$ cat config.mk
export PLATFORM = sky130hd
export DESIGN_NAME = serial_fulladd_flat
export DESIGN_NICKNAME = d
export VERILOG_FILES = /design/src/rtl/serial_fulladd_if.sv /design/src/rtl/serial_fulladd.sv /design/src/flat_wrapper.sv
export SDC_FILE = /design/constraint.sdc
export NUM_CORES = 1
export LEC_CHECK = 0
export CAP_MARGIN = 5
export CORE_MARGIN = 2
export CORE_UTILIZATION = 40
export DETAILED_ROUTE_END_ITERATION = 10
export DONT_BUFFER_PORTS = 1
export SYNTH_ARGS = -nofsm -noshare
export SYNTH_HDL_FRONTEND = slang
export SYNTH_SLANG_ARGS = --single-unit
$ cat constraint.sdc
create_clock -name clk -period 1.8 [get_ports clk]
set_input_delay 0.54 -clock clk [delete_from_list [all_inputs] [get_ports clk]]
set_output_delay 0.54 -clock clk [all_outputs]
set_load 0.05 [all_outputs]
$ cat src/rtl/serial_fulladd_if.sv
// Purpose: operand/result bundle for the bit-serial adder (start/done handshake).
// Latency: none, wires only.
// Backpressure: none; start is only honoured while the adder is not busy.
//
// Signals:
//   start  master->slave  request a new addition
//   a, b   master->slave  WIDTH-bit operands
//   cin    master->slave  carry-in
//   busy   slave->master  bits are being processed
//   done   slave->master  one-cycle pulse, sum/cout just became valid
//   sum    slave->master  WIDTH-bit registered result
//   cout   slave->master  registered carry-out
interface serial_fulladd_if #(
  parameter int WIDTH = 8
);
  logic             start;
  logic [WIDTH-1:0] a;
  logic [WIDTH-1:0] b;
  logic             cin;
  logic             busy;
  logic             done;
  logic [WIDTH-1:0] sum;
  logic             cout;

  modport master (
    output start, a, b, cin,
    input  busy, done, sum, cout
  );

  modport slave (
    input  start, a, b, cin,
    output busy, done, sum, cout
  );
endinterface

$ cat src/rtl/serial_fulladd.sv
// Purpose: bit-serial WIDTH-bit adder, one full-adder cell plus registered carry, LSB first.
// Latency: start accepted at edge k -> sum/cout valid and done pulsed after edge k+WIDTH.
// Backpressure: start ignored while busy; a start in the done cycle is accepted back-to-back.
//
// Ports:
//   clk  rising-edge clock
//   rst  asynchronous active-high reset
//   bus  serial_fulladd_if.slave: start/a/b/cin in, busy/done/sum/cout out
module serial_fulladd #(
  parameter int WIDTH = 8
) (
  input  logic           clk,
  input  logic           rst,
  serial_fulladd_if.slave bus
);

  localparam int CW = (WIDTH > 1) ? $clog2(WIDTH) : 1;

  typedef enum logic [1:0] {
    IDLE = 2'd0,
    RUN  = 2'd1,
    DONE = 2'd2
  } state_t;

  state_t           state;
  state_t           state_nxt;
  logic             load;
  logic             step;
  logic             last;

  logic [WIDTH-1:0] a_sh;
  logic [WIDTH-1:0] b_sh;
  logic [WIDTH-1:0] res_sh;
  logic [WIDTH-1:0] res_nxt;
  logic             carry;
  logic [CW-1:0]    cnt;
  logic [WIDTH-1:0] sum_q;
  logic             cout_q;

  logic             s_bit;
  logic             c_bit;

  // Single full-adder cell working on the current LSBs.
  assign s_bit = a_sh[0] ^ b_sh[0] ^ carry;
  assign c_bit = (a_sh[0] & b_sh[0]) | (a_sh[0] & carry) | (b_sh[0] & carry);

  // Sum bits enter at the MSB end so after WIDTH shifts bit 0 sits at the LSB.
  assign res_nxt = {s_bit, res_sh[WIDTH-1:1]};

  always_ff @(posedge clk or posedge rst) begin
    if (rst) begin
      state <= IDLE;
    end else begin
      state <= state_nxt;
    end
  end

  always_comb begin
    state_nxt = state;
    load      = 1'b0;
    step      = 1'b0;
    last      = 1'b0;
    case (state)
      IDLE: begin
        if (bus.start) begin
          load      = 1'b1;
          state_nxt = RUN;
        end
      end
      RUN: begin
        step = 1'b1;
        if (cnt == CW'(WIDTH - 1)) begin
          last      = 1'b1;
          state_nxt = DONE;
        end
      end
      DONE: begin
        // Accepting here keeps throughput at one result per WIDTH+1 cycles.
        if (bus.start) begin
          load      = 1'b1;
          state_nxt = RUN;
        end else begin
          state_nxt = IDLE;
        end
      end
      default: state_nxt = IDLE;
    endcase
  end

  always_ff @(posedge clk or posedge rst) begin
    if (rst) begin
      a_sh   <= '0;
      b_sh   <= '0;
      res_sh <= '0;
      carry  <= 1'b0;
      cnt    <= '0;
      sum_q  <= '0;
      cout_q <= 1'b0;
    end else if (load) begin
      a_sh  <= bus.a;
      b_sh  <= bus.b;
      carry <= bus.cin;
      cnt   <= '0;
    end else if (step) begin
      a_sh   <= a_sh >> 1;
      b_sh   <= b_sh >> 1;
      carry  <= c_bit;
      res_sh <= res_nxt;
      cnt    <= cnt + CW'(1);
      // Visible result only moves on the RUN->DONE edge; it holds otherwise.
      if (last) begin
        sum_q  <= res_nxt;
        cout_q <= c_bit;
      end
    end
  end

  assign bus.busy = (state == RUN);
  assign bus.done = (state == DONE);
  assign bus.sum  = sum_q;
  assign bus.cout = cout_q;

endmodule

$ cat src/flat_wrapper.sv
// flat-port wrapper written by rule: the top's interface ports become plain ports
module serial_fulladd_flat 
#(
  parameter int WIDTH = 8
)
  (clk, rst, bus_start, bus_a, bus_b, bus_cin, bus_busy, bus_done, bus_sum, bus_cout);
  serial_fulladd_if #(.WIDTH(WIDTH)) bus_i ();
  input  logic clk;
  input  logic rst;
  input wire logic [$bits(bus_i.start)-1:0] bus_start;
  input wire logic [$bits(bus_i.a)-1:0] bus_a;
  input wire logic [$bits(bus_i.b)-1:0] bus_b;
  input wire logic [$bits(bus_i.cin)-1:0] bus_cin;
  output wire logic [$bits(bus_i.busy)-1:0] bus_busy;
  output wire logic [$bits(bus_i.done)-1:0] bus_done;
  output wire logic [$bits(bus_i.sum)-1:0] bus_sum;
  output wire logic [$bits(bus_i.cout)-1:0] bus_cout;
  assign bus_i.start = bus_start;
  assign bus_i.a = bus_a;
  assign bus_i.b = bus_b;
  assign bus_i.cin = bus_cin;
  assign bus_busy = bus_i.busy;
  assign bus_done = bus_i.done;
  assign bus_sum = bus_i.sum;
  assign bus_cout = bus_i.cout;
  serial_fulladd #(.WIDTH(WIDTH)) u_core (.clk(clk), .rst(rst), .bus(bus_i));
endmodule
==> results by group <==
Run status
  • Status: finished clean

Drt
  • Drt total wl: about 3100 um
  • DR vias/cell: roughly 5.2
  • Vias: about 1,100
  • Wirelength per Cell: ~14 um
  • Router iterations before antenna repair: 4
  • Post-route ant nets: 0
  • DRT iter0 DRCs: between 50 and 60
  • Residual DRC: 0

Logic synthesis
  • FF+latch count, synth: 38
  • Avg Synthesized Cell Area: approximately 11 um2
  • Synth top area share: between 50 and 60%
  • Post-synth EDFFs: 0
  • Syn_nets: 183
  • Leading area contributor after synthesis: dfrtp_1
  • Top-count cell post-synth: dfrtp_1
  • Async S/R FF share, synth: 100.0%
  • Synth cell count leaders: 38 x dfrtp_1, 23 x nand2_1, 14 x a21oi_1, 10 x mux2i_1
  • Post-synthesis cell type count: 28
  • Mapped Cells: 160
  • Synthesized area: 0.001800 mm2
  • YS warnings: 0
  • Largest cells by area after synthesis: dfrtp_1 53%, mux2_4 7.5%, mux2i_1 5.6%, nand2_1 4.8%, a21oi_1 3.9%
  • Post-synth top flop: dfrtp_1
  • Register area share after synthesis: ~53%

Critical path
  • FF-to-FF setup slack: approximately 0.36 ns
  • Reg2Reg Depth: 4
  • Worst r2r src: u_core.cnt[0]$_DFFE_PP0P_
  • Crit. End Element: output pin
  • Family with the most delay on the worst path: flip-flops
  • CP max stage delay: around 0.41 ns
  • Worst EP arrival: ~1.1 ns
  • Critical path class: flip-flop to output pin
  • R2R Path End: u_core.cnt[2]$_DFFE_PP0P_
  • Critical Path RT: between 1 and 1.5 ns
  • Critical-path cell with the highest stage delay: dfrtp_1
  • Crit path max fanout: 16
  • Worst-path cell chain: nand2b_4 > inv_8
  • Startpoint types: flip-flop
  • Worst path bufs/invs: 1

STA
  • Fin crit period: roughly 1.7 ns
  • Final Max Tran Viols: 0
  • Worst Tran Pin Value: 0.4800 ns
  • Final worst-path cycle share: roughly 93%
  • Final hold viol count: 0
  • Worst hold slack: ~0.24 ns
  • RSZ-0062 raised after global routing: false
  • Achievable Freq: 594.8 MHz
  • Setup TNS: 0 ns
  • Worst slew margin: 68.00%
  • Final setup vio count: 0
  • Final Skew: roughly 0.0070 ns

Clock tree
  • CTS Hold Bufs: 0
  • Setup Buffers After CTS: 0
  • H-tree Lvls: 2
  • CTS Buf Count: 5
  • Clock sinks: 38
  • Maximum clock insertion buffer count: 2
  • Clk pin slew, worst setup/hold paths: about 0.070 ns
  • TritonCTS clock tree: done
  • Post-CTS sizing: 0
  • Latest clock arrival within the worst-skew pair: a little under 0.3 ns
  • Clock root cell: clkbuf_8

Pwr
  • Maximum VDD drop: approximately 0.65 mV
  • Power per Cell Area: between 2000 and 2500 mW/mm2
  • Leakage: 0.0009200 uW

Floorplanning
  • Io pins: 31
  • Die width: roughly 70 um
  • Initial Utilization: about two fifths
  • Full die area: between 0.005 and 0.006 mm2
  • Die Span Y: 71.09 um
  • Core area: 0.004354 mm2
  • Row count: 24

Placement
  • Port bufs: 0
  • Post-DP Area: 0.001848 mm2
  • Placer Congestion: about 0.7
  • Post-DP HPWL: 2158 um
  • Inst Count DP: a little over 200

Min path
  • Hold crit path type: primary input to asynchronous set/reset pin

Global route
  • GRT Util Overall: 13.76%
  • First-pass GRT wire length: ~5300 um
  • Initial antenna violation count: 0
  • Number of global-route vias before repair: 1,173
  • Grt total ovfl: 0
  • Largest net degree at the start of global routing: 39

Cells and area
  • Diodes inserted: 0
  • Layout cells sized above 1: 16.77%
  • Non-Filler Instances: 213
  • Util after Layout: a little under half
  • Area growth from synthesis to layout: 10.56%
  • Fillcell total: around 400
  • Layout net count: around 180
  • Final Instance Area: 0.001991 mm2

Run
  • Max-Cap Viols: 0
==> layout make-up <==
| class | count | area, um2 | share of cell area (%) |
|---|---|---|---|
| multi-input combinational | 102 | 748.2 | 37.59 |
| clock buffer | 6 | 82.58 | 4.148 |
| inverter | 9 | 41.29 | 2.074 |
| timing repair buffer | 4 | 42.54 | 2.137 |
| sequential | 38 | 950.9 | 47.77 |
| tap | 52 | 65.06 | 3.268 |
| clock inverter | 2 | 60.06 | 3.017 |
==> cell families after synthesis <==
| group | share of synthesized area (%) |
|---|---|
| multiplexers | 14.32 |
| adder cells (fa/ha/maj) | 2.502 |
| XOR/XNOR | 0.4865 |
| flip-flops | 52.81 |
| AO/OA/AOI/OAI | 12.09 |
| AND/OR/NAND/NOR | 12.02 |
| buffers and inverters | 5.767 |
==> registers in the layout, indices dropped and copies added (netlist names) <==
register         count
u_core.a_sh          8
u_core.b_sh          8
u_core.bus.cout      1
u_core.bus.sum       8
u_core.carry         1
u_core.cnt           3
u_core.res_sh        7
u_core.state         2
==> report_power, final <==
part	total (uW)	internal [uW]	switching [uW]
clock network	889	591	298
registers	1880	1250	627
logic	1250	612	643
==> metrics by stage <==
| stage | setup slack [ns] | power [uW] |
|---|---|---|
| after floorplan | 0.09674 | 2952 |
| after global routing | 0.03490 | 4309 |
| after global placement | 0.3982 | 3082 |
| after CTS | 0.09363 | 4075 |
| after detailed placement | 0.3549 | 3173 |
| final | 0.1187 | 4021 |
==> routing by layer <==
metal | global-route usage (%) | part of all wire (%) | wire, um
met2 | 20.46 | 48 | 1468
met4 | 4.193 | 0 | 0
met5 | 0 | 0 | 0
met1 | 17.28 | 44 | 1351
met3 | 7.550 | 8.3 | 255
==> cells in the final DEF, fill, tap and decap left out, types with 3 or more instances in the layout <==
cell / n
dfrtp_1: 38
o21ai_0: 5
a211oi_1: 8
o22ai_1: 6
clkbuf_8: 6
nor2b_1: 8
a21oi_1: 14
buf_4: 3
mux2_4: 9
inv_1: 8
mux2i_1: 10
nand2_1: 23
==> worst max-delay path by stage <==
stage / startpoint / cells past startpoint / to
floorplan: u_core.state[1]$_DFFE_PP0P_ / 3 / bus_done
global placement: u_core.cnt[0]$_DFFE_PP0P_ / 4 / u_core.bus.sum[0]$_DFFE_PP0P_
detailed placement: u_core.cnt[0]$_DFFE_PP0P_ / 4 / u_core.bus.sum[0]$_DFFE_PP0P_
CTS: u_core.state[1]$_DFFE_PP0P_ / 2 / bus_busy
global route: u_core.state[1]$_DFFE_PP0P_ / 2 / bus_busy
finish: u_core.state[1]$_DFFE_PP0P_ / 2 / bus_busy
==> worst register-to-register path: stages (launching register included) <==
cell	delay, ns
dfrtp_1	0.41
ha_1	0.22
ha_1	0.26
mux2_2	0.26
a22o_1	0.18
(Power assumes the default switching activity.)
